### config.mk
export PLATFORM = sky130hd
export DESIGN_NAME = prog_loader_mem_flat
export DESIGN_NICKNAME = d
export VERILOG_FILES = /design/src/rtl/prog_loader_mem_pkg.sv /design/src/rtl/prog_loader_mem_if.sv /design/src/rtl/prog_loader_mem_prog_ram.sv /design/src/rtl/prog_loader_mem.sv /design/src/flat_wrapper.sv
export SDC_FILE = /design/constraint.sdc
export NUM_CORES = 1
export LEC_CHECK = 0
export CORE_MARGIN = 5
export CORE_UTILIZATION = 60
export CTS_BUF_LIST = sky130_fd_sc_hd__clkbuf_8
export CTS_CLUSTER_SIZE = 12
export DETAILED_ROUTE_END_ITERATION = 12
export PLACE_DENSITY = 0.81
export SLEW_MARGIN = 20
export SYNTH_ARGS = -nofsm -noshare
export SYNTH_HDL_FRONTEND = slang
export SYNTH_HIERARCHICAL = 1
export SYNTH_SLANG_ARGS = --single-unit
### constraint.sdc
create_clock -name Clk -period 9.7 [get_ports Clk]
set_input_delay 1.94 -clock Clk [delete_from_list [all_inputs] [get_ports Clk]]
set_output_delay 1.94 -clock Clk [all_outputs]
set_load 0.05 [all_outputs]
### src/rtl/prog_loader_mem_pkg.sv
// Shared definitions for the program loader / instruction memory block:
// default widths, the loader state encoding and a width helper.
package prog_loader_mem_pkg;

   localparam int D_WIDTH_DEF  = 32;
   localparam int SA_WIDTH_DEF = 8;
   localparam int DEPTH_DEF    = 16;

   typedef enum logic [1:0] {
      ST_LOAD    = 2'd0,
      ST_RELEASE = 2'd1,
      ST_RUN     = 2'd2
   } ld_state_e;

   // Index width that stays legal (>= 1 bit) for a count of one.
   function automatic int idx_width(input int n);
      return (n > 1) ? $clog2(n) : 1;
   endfunction

endpackage

### src/rtl/prog_loader_mem_if.sv
// Byte-stream load channel plus the core's instruction fetch bus.
interface prog_loader_mem_if #(
   parameter int D_WIDTH  = 32,
   parameter int SA_WIDTH = 8
);
   logic [7:0]          Ld_Data;
   logic                Ld_Valid;
   logic                Ld_Last;
   logic                Ld_Ready;
   logic [SA_WIDTH-1:0] Addr;
   logic                En;
   logic                RW;
   logic [D_WIDTH-1:0]  Data;

   modport master (
      output Ld_Data, Ld_Valid, Ld_Last, Addr, En, RW,
      input  Ld_Ready, Data
   );

   modport slave (
      input  Ld_Data, Ld_Valid, Ld_Last, Addr, En, RW,
      output Ld_Ready, Data
   );
endinterface

### src/rtl/prog_loader_mem_prog_ram.sv
// Single-port program RAM: synchronous write, registered read.
// Loading and fetching never overlap, so one address port serves both.
module prog_loader_mem_prog_ram #(
   parameter int D_WIDTH = 32,
   parameter int DEPTH   = 16,
   parameter int AW      = 4
) (
   input  logic               clk,
   input  logic               we_i,
   input  logic               re_i,
   input  logic [AW-1:0]      addr_i,
   input  logic [D_WIDTH-1:0] wdata_i,
   output logic [D_WIDTH-1:0] rdata_o
);
   logic [D_WIDTH-1:0] mem_q [DEPTH];
   logic [D_WIDTH-1:0] rdata_q;

   always_ff @(posedge clk) begin
      if (we_i) begin
         mem_q[addr_i] <= wdata_i;
      end
      if (re_i) begin
         rdata_q <= mem_q[addr_i];
      end
   end

   assign rdata_o = rdata_q;
endmodule

### src/rtl/prog_loader_mem.sv
// Instruction memory with big-endian byte-stream loader; holds the core in
// reset while loading, then serves fetches with one-cycle read latency.
module prog_loader_mem
   import prog_loader_mem_pkg::*;
#(
   parameter int D_WIDTH  = D_WIDTH_DEF,
   parameter int SA_WIDTH = SA_WIDTH_DEF,
   parameter int DEPTH    = DEPTH_DEF
) (
   input  logic              Clk,
   input  logic              Rst,
   prog_loader_mem_if.slave  bus,
   output logic              Core_Rst,
   output logic              Loaded,
   output logic [SA_WIDTH:0] Word_Count,
   output logic              Err
);
   localparam int BPW = D_WIDTH / 8;
   localparam int IW  = idx_width(BPW);
   localparam int AW  = idx_width(DEPTH);
   localparam logic [SA_WIDTH:0] DEPTH_PTR = (SA_WIDTH+1)'(DEPTH);
   localparam logic [IW-1:0]     LAST_IDX  = IW'(BPW - 1);

   ld_state_e          state_q, state_d;
   logic [IW-1:0]      idx_q, idx_d;
   logic [SA_WIDTH:0]  ptr_q, ptr_d;
   logic [D_WIDTH-1:0] wbuf_q, wbuf_d;
   logic               err_q, err_d;
   logic               hit_q, hit_d;

   logic               accept;
   logic               full;
   logic               word_done;
   logic [D_WIDTH-1:0] byte_hi;
   logic [D_WIDTH-1:0] merged;

   logic               ram_we;
   logic               ram_re;
   logic [AW-1:0]      ram_addr;
   logic [D_WIDTH-1:0] ram_rdata;

   assign bus.Ld_Ready = (state_q == ST_LOAD) && Rst;
   assign accept       = bus.Ld_Valid && bus.Ld_Ready;
   assign full         = (ptr_q == DEPTH_PTR);
   assign word_done    = (idx_q == LAST_IDX) || bus.Ld_Last;

   // Incoming byte lands at the big-endian lane selected by idx_q; lanes
   // after it are still zero, which gives the padding for a short last word.
   assign byte_hi = D_WIDTH'(bus.Ld_Data) << (D_WIDTH - 8);
   assign merged  = wbuf_q | (byte_hi >> {idx_q, 3'b000});

   always_ff @(posedge Clk) begin
      if (!Rst) begin
         state_q <= ST_LOAD;
         idx_q   <= '0;
         ptr_q   <= '0;
         wbuf_q  <= '0;
         err_q   <= 1'b0;
         hit_q   <= 1'b0;
      end else begin
         state_q <= state_d;
         idx_q   <= idx_d;
         ptr_q   <= ptr_d;
         wbuf_q  <= wbuf_d;
         err_q   <= err_d;
         hit_q   <= hit_d;
      end
   end

   always_comb begin
      state_d  = state_q;
      idx_d    = idx_q;
      ptr_d    = ptr_q;
      wbuf_d   = wbuf_q;
      err_d    = err_q;
      hit_d    = hit_q;
      ram_we   = 1'b0;
      ram_re   = 1'b0;
      ram_addr = ptr_q[AW-1:0];

      case (state_q)
         ST_LOAD: begin
            if (accept) begin
               if (full) begin
                  err_d = 1'b1;
               end else if (word_done) begin
                  ram_we = 1'b1;
                  ptr_d  = ptr_q + 1'b1;
                  idx_d  = '0;
                  wbuf_d = '0;
               end else begin
                  wbuf_d = merged;
                  idx_d  = idx_q + 1'b1;
               end
               if (bus.Ld_Last) begin
                  state_d = ST_RELEASE;
               end
            end
         end
         ST_RELEASE: begin
            state_d = ST_RUN;
         end
         ST_RUN: begin
            if (bus.En) begin
               if (bus.RW) begin
                  err_d = 1'b1;
               end else begin
                  // Out-of-range reads still touch the RAM; hit_q masks them.
                  ram_re   = 1'b1;
                  ram_addr = bus.Addr[AW-1:0];
                  hit_d    = ({1'b0, bus.Addr} < ptr_q);
               end
            end
         end
         default: begin
            state_d = ST_LOAD;
         end
      endcase
   end

   prog_loader_mem_prog_ram #(
      .D_WIDTH (D_WIDTH),
      .DEPTH   (DEPTH),
      .AW      (AW)
   ) u_prog_ram (
      .clk     (Clk),
      .we_i    (ram_we),
      .re_i    (ram_re),
      .addr_i  (ram_addr),
      .wdata_i (merged),
      .rdata_o (ram_rdata)
   );

   assign bus.Data   = hit_q ? ram_rdata : '0;
   assign Core_Rst   = (state_q != ST_RUN);
   assign Loaded     = (state_q == ST_RUN);
   assign Word_Count = ptr_q;
   assign Err        = err_q;
endmodule

### src/flat_wrapper.sv
// flat-port wrapper written by rule: the top's interface ports become plain ports
module prog_loader_mem_flat import prog_loader_mem_pkg::*;
#(
   parameter int D_WIDTH  = D_WIDTH_DEF,
   parameter int SA_WIDTH = SA_WIDTH_DEF,
   parameter int DEPTH    = DEPTH_DEF
)
  (Clk, Rst, Core_Rst, Loaded, Word_Count, Err, bus_Ld_Data, bus_Ld_Valid, bus_Ld_Last, bus_Addr, bus_En, bus_RW, bus_Ld_Ready, bus_Data);
  prog_loader_mem_if #(.D_WIDTH(D_WIDTH), .SA_WIDTH(SA_WIDTH)) bus_i ();
  input  logic Clk;
  input  logic Rst;
  output logic Core_Rst;
  output logic Loaded;
  output logic [SA_WIDTH:0] Word_Count;
  output logic Err;
  input wire logic [$bits(bus_i.Ld_Data)-1:0] bus_Ld_Data;
  input wire logic [$bits(bus_i.Ld_Valid)-1:0] bus_Ld_Valid;
  input wire logic [$bits(bus_i.Ld_Last)-1:0] bus_Ld_Last;
  input wire logic [$bits(bus_i.Addr)-1:0] bus_Addr;
  input wire logic [$bits(bus_i.En)-1:0] bus_En;
  input wire logic [$bits(bus_i.RW)-1:0] bus_RW;
  output wire logic [$bits(bus_i.Ld_Ready)-1:0] bus_Ld_Ready;
  output wire logic [$bits(bus_i.Data)-1:0] bus_Data;
  assign bus_i.Ld_Data = bus_Ld_Data;
  assign bus_i.Ld_Valid = bus_Ld_Valid;
  assign bus_i.Ld_Last = bus_Ld_Last;
  assign bus_i.Addr = bus_Addr;
  assign bus_i.En = bus_En;
  assign bus_i.RW = bus_RW;
  assign bus_Ld_Ready = bus_i.Ld_Ready;
  assign bus_Data = bus_i.Data;
  prog_loader_mem #(.D_WIDTH(D_WIDTH), .SA_WIDTH(SA_WIDTH), .DEPTH(DEPTH)) u_core (.Clk(Clk), .Rst(Rst), .bus(bus_i), .Core_Rst(Core_Rst), .Loaded(Loaded), .Word_Count(Word_Count), .Err(Err));
endmodule
Yosys cells after proc, flatten, opt, wreduce, memory -nomap -nowiden
Memory sizes are Yosys's and may differ from the RTL's. A register that Yosys moved wholly into a read port is not among the register bits.
Cells that the tools add are included.
Word-level totals
  output and inout port bits: 45
  RAM bits: 512
  input port bits: 22
  bits in read-only memories: 0
  register bits: 47
  bits in latches: 0
  logic and storage cells: 58
  memories: 1
Memory list
  u_core.u_prog_ram.mem_q: depth 16, width 32, rd ports 1, clocked after memory_dff 1, write ports 1, RTL line prog_loader_mem_prog_ram.sv:15  | logic [D_WIDTH-1:0] mem_q [DEPTH];
Operators by class
  add/sub/neg operators: 2
  div/mod/pow operators: 0
  bitwise gates (word level): 4
  eq/ne operators: 10
  reductions and logical operators: 10
  multipliers: 0
  shifts and indexed selects: 1
  multiplexer cells: 23
  $lt $le $gt $ge: 1
Operators by type and width (count)
  32-bit 2-to-1 mux: 2
  32-bit bitwise OR: 1
  32-bit by 5-bit right shift with 32-bit output: 1
  1-bit 2-to-1 mux: 13
  4-bit 2-to-1 mux: 3
  9-bit by 1-bit adder with 9-bit output (second input constant): 1
  9-bit by 5-bit equality test with 1-bit output (second input constant): 1
  8-bit by 9-bit less-than comparator with 1-bit output: 1
  3-bit AND reduction: 3
  2-bit by 1-bit inequality test with 1-bit output (second input constant): 4
  2-bit 2-to-1 mux: 3
  2-bit case mux with 3 select lines: 1
  5-bit AND reduction: 1
  2-bit equality test (second input constant): 2
  2-bit inequality test (second input constant): 2
  4-bit AND reduction: 1
  1-bit inverter: 3
  2-bit by 1-bit adder with 2-bit output (second input constant): 1
  2-bit by 1-bit equality test with 1-bit output (second input constant): 1
  1-bit logical AND: 2
  2-bit zero test: 1
  1-bit case mux with 2 select lines: 1
  2-bit nonzero test: 1
  1-bit logical OR: 1

Logic depth before layout (Yosys ltp)
Gate-level depths: netlist of the first run.
  depth after elaboration: 8
  depth in mapped cells: 11
  gate-level depth less buffers: 7

By module
Netlist of the first run, hierarchy kept.
By module, submodules not included
  prog_loader_mem_prog_ram: area each 20183.1 um^2, instances 1, cells an instance 840, sequential area each 16335.7 um^2
  prog_loader_mem: area each 2567.5 um^2, instances 1, cells an instance 326, sequential area each 940.9 um^2

Least setup slack after synthesis of the first run
No wires, ideal clock.
  path type: input port to flip-flop
  from: input bus_RW
  to: memory u_core.u_prog_ram.mem_q[0][0] (enable)
  setup time: 461 ps
  data arrival time: 6539 ps
  buffers on the path: 1
  required time: 9239 ps
  slack: 2700 ps
  cell stages on the path: 5
  path through: nor3b_1 -> clkbuf_1 -> o21ai_0 -> or3b_2 -> nor3_1
Between the ends
  word-level cells in the longest chain between the ends: 3
RTL lines
  from (decl): RTL line flat_wrapper.sv:21  | input wire logic [$bits(bus_i.RW)-1:0] bus_RW;
  4-bit 2-to-1 mux: RTL line prog_loader_mem.sv:105  | if (bus.RW) begin
  4-bit 2-to-1 mux: RTL line prog_loader_mem.sv:104  | if (bus.En) begin
  4-bit 2-to-1 mux: RTL line prog_loader_mem.sv:81  | case (state_q)
  via u_core.ram_addr[2]: RTL line prog_loader_mem.sv:39  | logic [AW-1:0] ram_addr;
  to (decl): RTL line prog_loader_mem_prog_ram.sv:15
The timed path passes the listed nets, and every way through them passes these cells.

Worst setup path in the final report of the first run
  from: input Rst
  to: output bus_Ld_Ready
Between the ends
  word-level cells in the longest chain between the ends: 1
RTL lines
  from (decl): RTL line flat_wrapper.sv:11  | input logic Rst;
  1-bit logical AND: RTL line prog_loader_mem.sv:42  | assign bus.Ld_Ready = (state_q == ST_LOAD) && Rst;
  to (decl): RTL line flat_wrapper.sv:22  | output wire logic [$bits(bus_i.Ld_Ready)-1:0] bus_Ld_Ready;
Every way passes these cells.

==> impl_metrics.tcl, run 1 <==
set metrics [dict create \
    tightest_slew_ns 1.16 \
    swShare 0.213 \
    cts_sinks 591 \
    via_per_inst 6.34 \
    min_path_type "reg -> reg" \
    rows 71 \
    core_um2 37600 \
    fmax_mhz 168 \
    yosys_most_used_dff "edfxtp_1" \
    critPathTopFamily "buffers and inverters" \
    drt_wl_total_mm 50.0 \
    worstSetupPathType "in -> out" \
    cts_root_buffer "clkbuf_8" \
    design_area_um2 25700 \
    cts_buffers 86 \
    cts.clk_slew.worst_paths_ns 0.06 \
    slew-limit-headroom 0.225 \
    reg2reg_from "u_core/state_q[0]" \
    synth-edff-count 544 \
    setup_viol 0 \
    grt_pass1_wl_mm 75.3 \
    post_cts_resized 0 \
    initial_core_util 0.605 \
    clock_latency_ns 0.63 \
    synthCells 1166 \
    fin_skew_ns 0.0320 \
    die_h_um 205 \
    syn_area_um2 22800 \
    fin_nets 1307 \
    setup_tns_ns 0 \
    drt_first_pass_iters 5 \
    synth_warnings 6 \
    fin_hold_ws_ns 0.451 \
    min_period_over_period 0.613 \
    p_clk_frac 0.378 \
    postCtsSetupBuffers 0 \
    wire_per_inst_um 27.0 \
    outcome "complete, no violations" \
    worstReg2RegEnd "u_core/u_prog_ram/rdata_o[11]" \
    n_antenna_cell 0 \
    fillers 2248 \
    gp_congestion 0.794 \
    overflow 0 \
    p_switching_mw 1.02 \
    vias 11700 \
    p_int_mw 3.79 \
    crit_buf_inv 3 \
    whs_endpoint "u_core/wbuf_q[29]" \
    critPathArrivalTime_ns 4.00 \
    drc_errors 0 \
    synthesis.nets 1198 \
    ys_types 44 \
    ys_ff_latch 591 \
    grt_max_degree 136 \
    final_core_util 0.685 \
    vdd_drop_max_mv 0.104 \
    placed_area_um2 24100 \
    h-tree-depth 3 \
    cp-start-kind "input port" \
    die_w_um 205 \
    finalCriticalPeriod_ns 5.94 \
    worstSetupEndpointType "primary output" \
    ant_nets 0 \
    register_area_um2 17300 \
    hp-start "u_core/wbuf_q[29]" \
    crit_fanout 45 \
    synth_seq_area_share 0.759 \
    leakagePower_nw 9.09 \
    ff2ff_setup_slack_ns 5.46 \
    area_growth_syn_to_layout_pct 13.1 \
    p_seq_frac 0.577 \
    clk_path_buf_depth 3 \
    p_per_area_nw_per_um2 187 \
    combPwrFrac 0.045 \
    cp_slowest_cell "clkdlybuf4s50_1" \
    cts_tree "built" \
    drv_cap 0 \
    rsz0062_at_grt "no" \
    multi_input_area_um2 5260 \
    ioPinCount 67 \
    die-area_um2 41900 \
    worst_path_largest_cell_delay_ns 0.84 \
    worst_r2r_path_depth 10 \
    antenna_found_initial 1 \
    avgSynthCellArea_um2 19.5 \
    cp_common_cell "clkdlybuf4s50_1" \
    holdBufCountCts 0 \
    slew_viol_final 0 \
    drt_iter0_markers 1258 \
    drive_gt1_frac 0.213 \
    grt_usage 0.244 \
    finalHoldViolations 0 \
    portBuffers 66 \
    first_global_vias 12300 \
    worstPathCellList "clkdlybuf4s50_1, inv_2, nor3_1, clkdlybuf4s50_1" \
    hold_depth 2 \
    async_reset_ff_frac 0 \
    dp_hpwl_mm 28.6 \
    required_ns 7.76 \
]
placed cells by master, fill, tap and decap left out, drive strengths merged, types with 2 or more instances in the layout:
cell type      synthesis  layout
a21o                  34      34
a21oi                 39      39
a22oi                 64      64
and2                  35      35
and3                   2       2
buf                   27      23
bufinv                 0       2
clkbuf                41      92
clkdlybuf4s50          0      66
clkinv                 0      21
clkinvlp               0       5
dfxtp                 47      47
edfxtp               544     544
ha                    10      10
inv                   10      46
mux4                 128     128
nand2                 74      74
nand2b                 4       4
nand3                 38      38
nand3b                 2       2
nand4                  4       4
nor2                  20      20
nor2b                  4       4
nor3                   5       5
nor3b                  2       2
nor4b                  2       2
o2111a                 2       2
o21ai                  9       9
or3                    2       2
xnor2                  3       3
sequential cells by signal (all words and copies together) (netlist names):
| name | flops |
|---|---|
| u_core/Err | 1 |
| u_core/Word_Count | 9 |
| u_core/hit_q | 1 |
| u_core/idx_q | 2 |
| u_core/state_q | 2 |
| u_core/u_prog_ram/mem_q | 512 |
| u_core/u_prog_ram/rdata_o | 32 |
| u_core/wbuf_q | 32 |
synth_stat cells (3+ instances only):
master | number | area, um2
clkbuf_1 | 41 | 154
dfxtp_1 | 47 | 941
o21ai_0 | 9 | 45.0
nor2b_1 | 4 | 25.0
inv_1 | 9 | 33.8
buf_2 | 13 | 65.1
a21oi_1 | 39 | 195
nand4_1 | 4 | 25.0
nand2b_1 | 4 | 25.0
edfxtp_1 | 544 | 16300
nand3_1 | 38 | 190
mux4_2 | 128 | 2880
nor2_1 | 19 | 71.3
nor3_1 | 5 | 25.0
a21o_1 | 34 | 255
buf_6 | 7 | 78.8
a22oi_1 | 64 | 480
and2_1 | 35 | 219
ha_1 | 10 | 125
buf_4 | 7 | 52.6
nand2_1 | 74 | 278
xnor2_1 | 3 | 26.3
final cells by class:
class	count	share of cell area
clock buffer	92	0.0492
inverter	10	0.00146
sequential	591	0.671
tap	511	0.0248
timing repair buffer	89	0.0364
multi-input combinational	497	0.204
clock inverter	64	0.0124
worst max path at each step:
| stage | end | startpoint | slack (ns) | depth (start not counted) |
|---|---|---|---|---|
| 3_5_place_dp | u_core/u_prog_ram/mem_q[1][17] | Rst | 3.51 | 7 |
| 4_1_cts | bus_Ld_Ready | Rst | 3.76 | 4 |
| 3_3_place_gp | u_core/u_prog_ram/mem_q[7][13] | bus_En | 3.51 | 8 |
| 2_1_floorplan | u_core/u_prog_ram/mem_q[0][0] | bus_RW | 2.70 | 5 |
| 6_report | bus_Ld_Ready | Rst | 3.76 | 4 |
| 5_1_grt | bus_Ld_Ready | Rst | 3.65 | 4 |
routing by layer:
layer	vias up	share of wire	global-route usage
met5	-	0	0
met4	0	0.028	0.0816
met3	94	0.094	0.0557
met2	672	0.50	0.395
met1	6002	0.38	0.336
li1	4981	-	-
worst min-delay path, delay by kind of cell, from the launching register on:
kind / cells / cell delay (ns)
DFF: 1 / 0.31
and+or+nand+nor: 1 / 0.05
AOI/OAI and AO/OA: 1 / 0.05
cell families after synthesis:
group	share of synthesized area
and+or+nand+nor	0.0428
muxes	0.127
buffers and inverters	0.0170
AOI/OAI and AO/OA	0.0469
adders and majority gates	0.00550
xor gates and xnor gates	0.00116
DFF	0.759
power groups by stage:
stage               clock network [mW]  logic [mW]  registers, mW
global route                      1.98       0.230           2.78
CTS                               1.85       0.216           2.78
floorplan                            0       0.156           2.83
detailed placement                   0       0.216           2.83
finish                            1.82       0.215           2.78
global placement                     0       0.211           2.83
through the flow:
| step | setup slack (ns) | total power [mW] | instances |
|---|---|---|---|
| after floorplan | 2.70 | 2.99 | 1166 |
| after global placement | 3.51 | 3.04 | 1691 |
| after detailed placement | 3.51 | 3.05 | 1696 |
| after CTS | 3.76 | 4.85 | 1852 |
| after global routing | 3.65 | 4.99 | 1854 |
| final | 3.76 | 4.81 | 1854 |
Note: power is estimated with default switching activity, not from simulation.
==> inputs of run 2 (changes only) <==
CORE_UTILIZATION = 57   (was 60)
clock period = 5.4 ns   (was 9.7 ns; I/O delays follow)
==> impl_metrics.tcl, run 2 (synthesis results as in run 1) <==
set metrics [dict create \
    ant_nets 0 \
    critPathTopFamily "buffers and inverters" \
    crit_fanout 45 \
    gp_congestion 0.808 \
    dp_slack_ns 0.801 \
    min_path_type "reg -> reg" \
    fin_skew_ns 0.0281 \
    vdd_drop_max_mv 0.175 \
    via_per_inst 6.27 \
    startpoint "Rst" \
    cts.clk_slew.worst_paths_ns 0.06 \
    worst_path_largest_cell_delay_ns 0.84 \
    fillers 2506 \
    final_common_cell "edfxtp_1" \
    die_w_um 210 \
    overflow 0 \
    cp_slowest_cell "clkdlybuf4s50_1" \
    die_h_um 210 \
    n_antenna_cell 0 \
    grt_max_degree 70 \
    drc_errors 0 \
    clock_latency_ns 0.62 \
    worstSetupPathType "in -> out" \
    wire_per_inst_um 25.5 \
    reg2reg_from "u_core/state_q[0]" \
    top_register "u_core/u_prog_ram/mem_q" \
    cts_tree "built" \
    h-tree-depth 3 \
    drive_gt1_frac 0.227 \
    p_per_area_nw_per_um2 336 \
    portBuffers 66 \
    finalCriticalPeriod_ns 4.16 \
    clk_path_buf_depth 3 \
    tightest_slew_ns 1.11 \
    leakagePower_nw 9.25 \
    holdBufCountCts 0 \
    rows 73 \
    critPathArrivalTime_ns 3.08 \
    worstPathCellList "clkdlybuf4s50_1, inv_2, nor3_1, clkdlybuf4s50_1" \
    worstSetupEndpointType "primary output" \
    finalHoldViolations 0 \
    ff2ff_setup_slack_ns 1.80 \
    cp_common_cell "clkdlybuf4s50_1" \
    min_period_over_period 0.771 \
    rsz0062_at_grt "no" \
    required_ns 4.32 \
    postCtsSetupBuffers 0 \
    fmax_mhz 240 \
    initial_core_util 0.574 \
    worstReg2RegEnd "u_core/u_prog_ram/mem_q[14][4]" \
    grt_usage 0.223 \
    cp-start-kind "input port" \
    drv_cap 0 \
    whs_endpoint "u_core/wbuf_q[0]" \
    grt_pass1_wl_mm 73.9 \
    post_cts_resized 0 \
    cts_root_buffer "clkbuf_8" \
    fin_nets 1324 \
    cts_buffers 85 \
    ioPinCount 67 \
    hp-start "u_core/wbuf_q[0]" \
    crit_buf_inv 3 \
    cts_sinks 591 \
    first_global_vias 12500 \
    final_cell_mix "edfxtp_1 (544), mux4_2 (128), clkbuf_8 (93)" \
    drt_first_pass_iters 5 \
    outcome "complete, no violations" \
    slew-limit-headroom 0.258 \
    die-area_um2 44000 \
    final_core_util 0.655 \
    slew_viol_final 0 \
    hold_depth 2 \
    setup_ws_ns 1.24 \
    vias 11800 \
    largest_reg_flops 512 \
    drt_wl_total_mm 48.2 \
    setup_viol 0 \
    worst_r2r_path_depth 7 \
    dp_hpwl_mm 28.1 \
    antenna_found_initial 0 \
    drt_iter0_markers 1271 \
    area_growth_syn_to_layout_pct 14.1 \
    core_um2 39600 \
]
## run 2: worst register-to-register path, stage by stage (launching register included)
cell	delay, ns
dfxtp_1	0.37
nand2b_1	0.22
nor3b_2	0.07
buf_4	0.27
o21ai_0	0.89
nand3_1	0.54
nor2_4	0.63
buf_12	0.28
## run 2: final cells by class
cell class / instances / area [um2] / area share
flip-flops and latches: 591 / 17300 / 0.666
repair buffers: 107 / 1070 / 0.0412
multi-input cells: 497 / 5270 / 0.203
clock inverters: 66 / 360 / 0.0139
inverters: 10 / 37.5 / 0.00145
clock buffers: 93 / 1280 / 0.0493
well taps: 525 / 657 / 0.0253
## run 2: routing by layer
| layer | part of all wire | up-vias | global-route usage |
|---|---|---|---|
| met3 | 0.093 | 78 | 0.0381 |
| met4 | 0.023 | 0 | 0.0736 |
| met5 | 0 | - | 0 |
| li1 | - | 5016 | - |
| met1 | 0.38 | 6028 | 0.308 |
| met2 | 0.50 | 720 | 0.369 |
## run 2: how the worst max path moves through the flow
stage / end / slack [ns] / cells after the start
global route: bus_Ld_Ready / 1.14 / 4
CTS: bus_Ld_Ready / 1.24 / 4
global placement: u_core/u_prog_ram/mem_q[14][0] / 0.95 / 7
floorplan: u_core/u_prog_ram/mem_q[4][0] / -0.49 / 5
detailed placement: u_core/u_prog_ram/mem_q[9][22] / 0.80 / 7
finish: bus_Ld_Ready / 1.24 / 4
## run 2: per-stage QoR
| step | cells | hold slack [ns] | power, mW | TNS, ns | cell area [um2] |
|---|---|---|---|---|---|
| after floorplan | 1166 | 0.432 | 5.37 | -30.95 | 22800 |
| final | 1889 | 0.452 | 8.71 | 0 | 26000 |
| after global routing | 1889 | 0.468 | 9.03 | 0 | 26000 |
| after global placement | 1730 | 0.437 | 5.48 | 0 | 24300 |
| after detailed placement | 1730 | 0.445 | 5.49 | 0 | 24300 |
| after CTS | 1889 | 0.453 | 8.78 | 0 | 26000 |
## run 2: power by group
part,leakage [nW],internal (mW),switching (mW)
combinational,2.19,0.162,0.234
clock,0.997,1.74,1.59
sequential,6.06,4.98,0.00724
==> inputs of run 3 (changes only) <==
CORE_UTILIZATION = 60   (was 57)
clock period = 4.2 ns   (was 5.4 ns; I/O delays follow)
==> impl_metrics.tcl, run 3 (synthesis results as in run 1) <==
set metrics [dict create \
    final_common_cell "edfxtp_1" \
    post-place-cells 1743 \
    startpoint "u_core/hit_q" \
    drive_gt1_frac 0.244 \
    cts_root_buffer "clkbuf_8" \
    outcome "complete, no violations" \
    cts_sinks 591 \
    swShare 0.211 \
    gp_congestion 0.839 \
    die-area_um2 41900 \
    vias 12200 \
    critPathTopFamily "buffers and inverters" \
    worst_path_largest_cell_delay_ns 0.82 \
    min_path_type "reg -> reg" \
    largest_reg_flops 512 \
    drt_wl_total_mm 51.3 \
    fin_nets 1356 \
    met1_usage 0.359 \
    worstPathCellList "buf_4, and2_1, clkdlybuf4s50_1" \
    setup_viol 0 \
    fillers 2192 \
    core_um2 37600 \
    critPathArrivalTime_ns 2.63 \
    via_per_inst 6.41 \
    ant_nets 0 \
    p_clk_frac 0.385 \
    cp-start-kind "flop" \
    holdBufCountCts 0 \
    p_switching_mw 2.40 \
    tightest_slew_ns 0.925 \
    worstSetupEndpointType "primary output" \
    initial_core_util 0.605 \
    crit_buf_inv 2 \
    vdd_drop_max_mv 0.306 \
    setup_tns_ns 0 \
    grt_usage 0.252 \
    met2_usage 0.403 \
    clock_latency_ns 0.65 \
    finalHoldViolations 0 \
    combPwrFrac 0.048 \
    reg2reg_from "u_core/state_q[0]" \
    grt_max_degree 49 \
    drv_cap 0 \
    worst_r2r_path_depth 9 \
    cp_num_cells 3 \
    clk_path_buf_depth 3 \
    grt.busiest_layer "met2" \
    grt_pass1_wl_mm 77.2 \
    hold_depth 2 \
    wire_per_inst_um 26.9 \
    drt_first_pass_iters 6 \
    leakagePower_nw 9.40 \
    min_period_over_period 0.826 \
    fin_skew_ns 0.0389 \
    p_seq_frac 0.566 \
    ioPinCount 67 \
    slew-limit-headroom 0.382 \
    required_ns 3.36 \
    cp_slowest_cell "clkdlybuf4s50_1" \
    crit_fanout 22 \
    drt_iter0_markers 1534 \
    rsz0062_at_grt "no" \
    p_int_mw 8.94 \
    slew_viol_final 0 \
    h-tree-depth 3 \
    cts_tree "built" \
    n_antenna_cell 0 \
    overflow 0 \
    top_register "u_core/u_prog_ram/mem_q" \
    fmax_mhz 288 \
    hp-start "u_core/wbuf_q[25]" \
    dp_hpwl_mm 30.3 \
    antenna_found_initial 0 \
    use_met3 0.0559 \
    die_w_um 205 \
    first_global_vias 12600 \
    p_per_area_nw_per_um2 430 \
    rows 71 \
    final_cell_mix "edfxtp_1 (544), mux4_2 (128), clkbuf_8 (99)" \
    worstSetupPathType "reg -> out" \
    finalCriticalPeriod_ns 3.47 \
    cts.clk_slew.worst_paths_ns 0.06 \
    die_h_um 205 \
    postCtsSetupBuffers 0 \
    area_growth_syn_to_layout_pct 15.8 \
    cts_buffers 90 \
    post_cts_resized 0 \
    portBuffers 66 \
    drc_errors 0 \
    fin_cells 1905 \
]
==> run 3: cell types whose count changed in the layout (fill, tap and decap cells not counted), moves of 2 or more <==
cell      before  now
clkbuf_8      93   99
nor3_2         2    0
buf_12         8   20
buf_4         33   48
clkinv_2      13   11
inv_1         50   41
clkinv_1       5   15
nor3_4         2    4
==> run 3: through the flow <==
stage	cell area [um2]	util	power, mW	hold WS (ns)	setup slack (ns)
4_1_cts	26300	0.701	11.4	0.452	0.606
6_report	26300	0.701	11.3	0.452	0.731
5_1_grt	26300	0.701	11.7	0.465	0.575
2_1_floorplan	22800	-	6.91	0.432	-0.0690
3_5_place_dp	24700	0.656	7.09	0.444	0.355
3_3_place_gp	24700	0.656	7.08	0.437	0.431
==> run 3: worst reg2reg max path, cell delays in order (launching register included) <==
cell and delay [ns]:
dfxtp_1 0.33, nand2b_1 0.21, nor3b_2 0.54, nand2_1 0.12, o21ai_0 0.15, buf_4 0.23, nor2b_4 0.77, buf_4 0.40
a22oi_1 0.13, nand2_1 0.12
==> run 3: path summary, 6_finish.rpt <==
| path | slack [ns] | to |
|---|---|---|
| worst max-delay path | 0.73 | bus_Data[2] |
| worst min-delay path | 0.45 | u_core/wbuf_q[25] |
| worst max register to register | 1.06 | u_core/u_prog_ram/rdata_o[28] |
| worst min register to register | 0.45 | u_core/wbuf_q[25] |
==> run 3: final cells by class <==
class | count | area (um2) | share of cell area
clock buffers | 99 | 1360 | 0.0517
clock inverters | 63 | 315 | 0.0120
inverters | 10 | 37.5 | 0.00143
multi-input cells | 497 | 5290 | 0.201
flip-flops and latches | 591 | 17300 | 0.656
well taps | 511 | 639 | 0.0243
repair buffers | 134 | 1420 | 0.0540
==> run 3: routing by layer <==
layer	vias to the layer above	routed length, um
met2	833	25200
met4	0	1210
met5	-	0
met1	6186	19000
met3	109	5870
li1	5085	-
==> run 3: power by group through the flow <==
stage	Combinational [mW]	Clock [mW]	Sequential, mW
5_1_grt	0.584	4.74	6.42
3_3_place_gp	0.537	0	6.54
4_1_cts	0.549	4.43	6.42
6_report	0.546	4.37	6.42
3_5_place_dp	0.549	0	6.54
2_1_floorplan	0.365	0	6.54
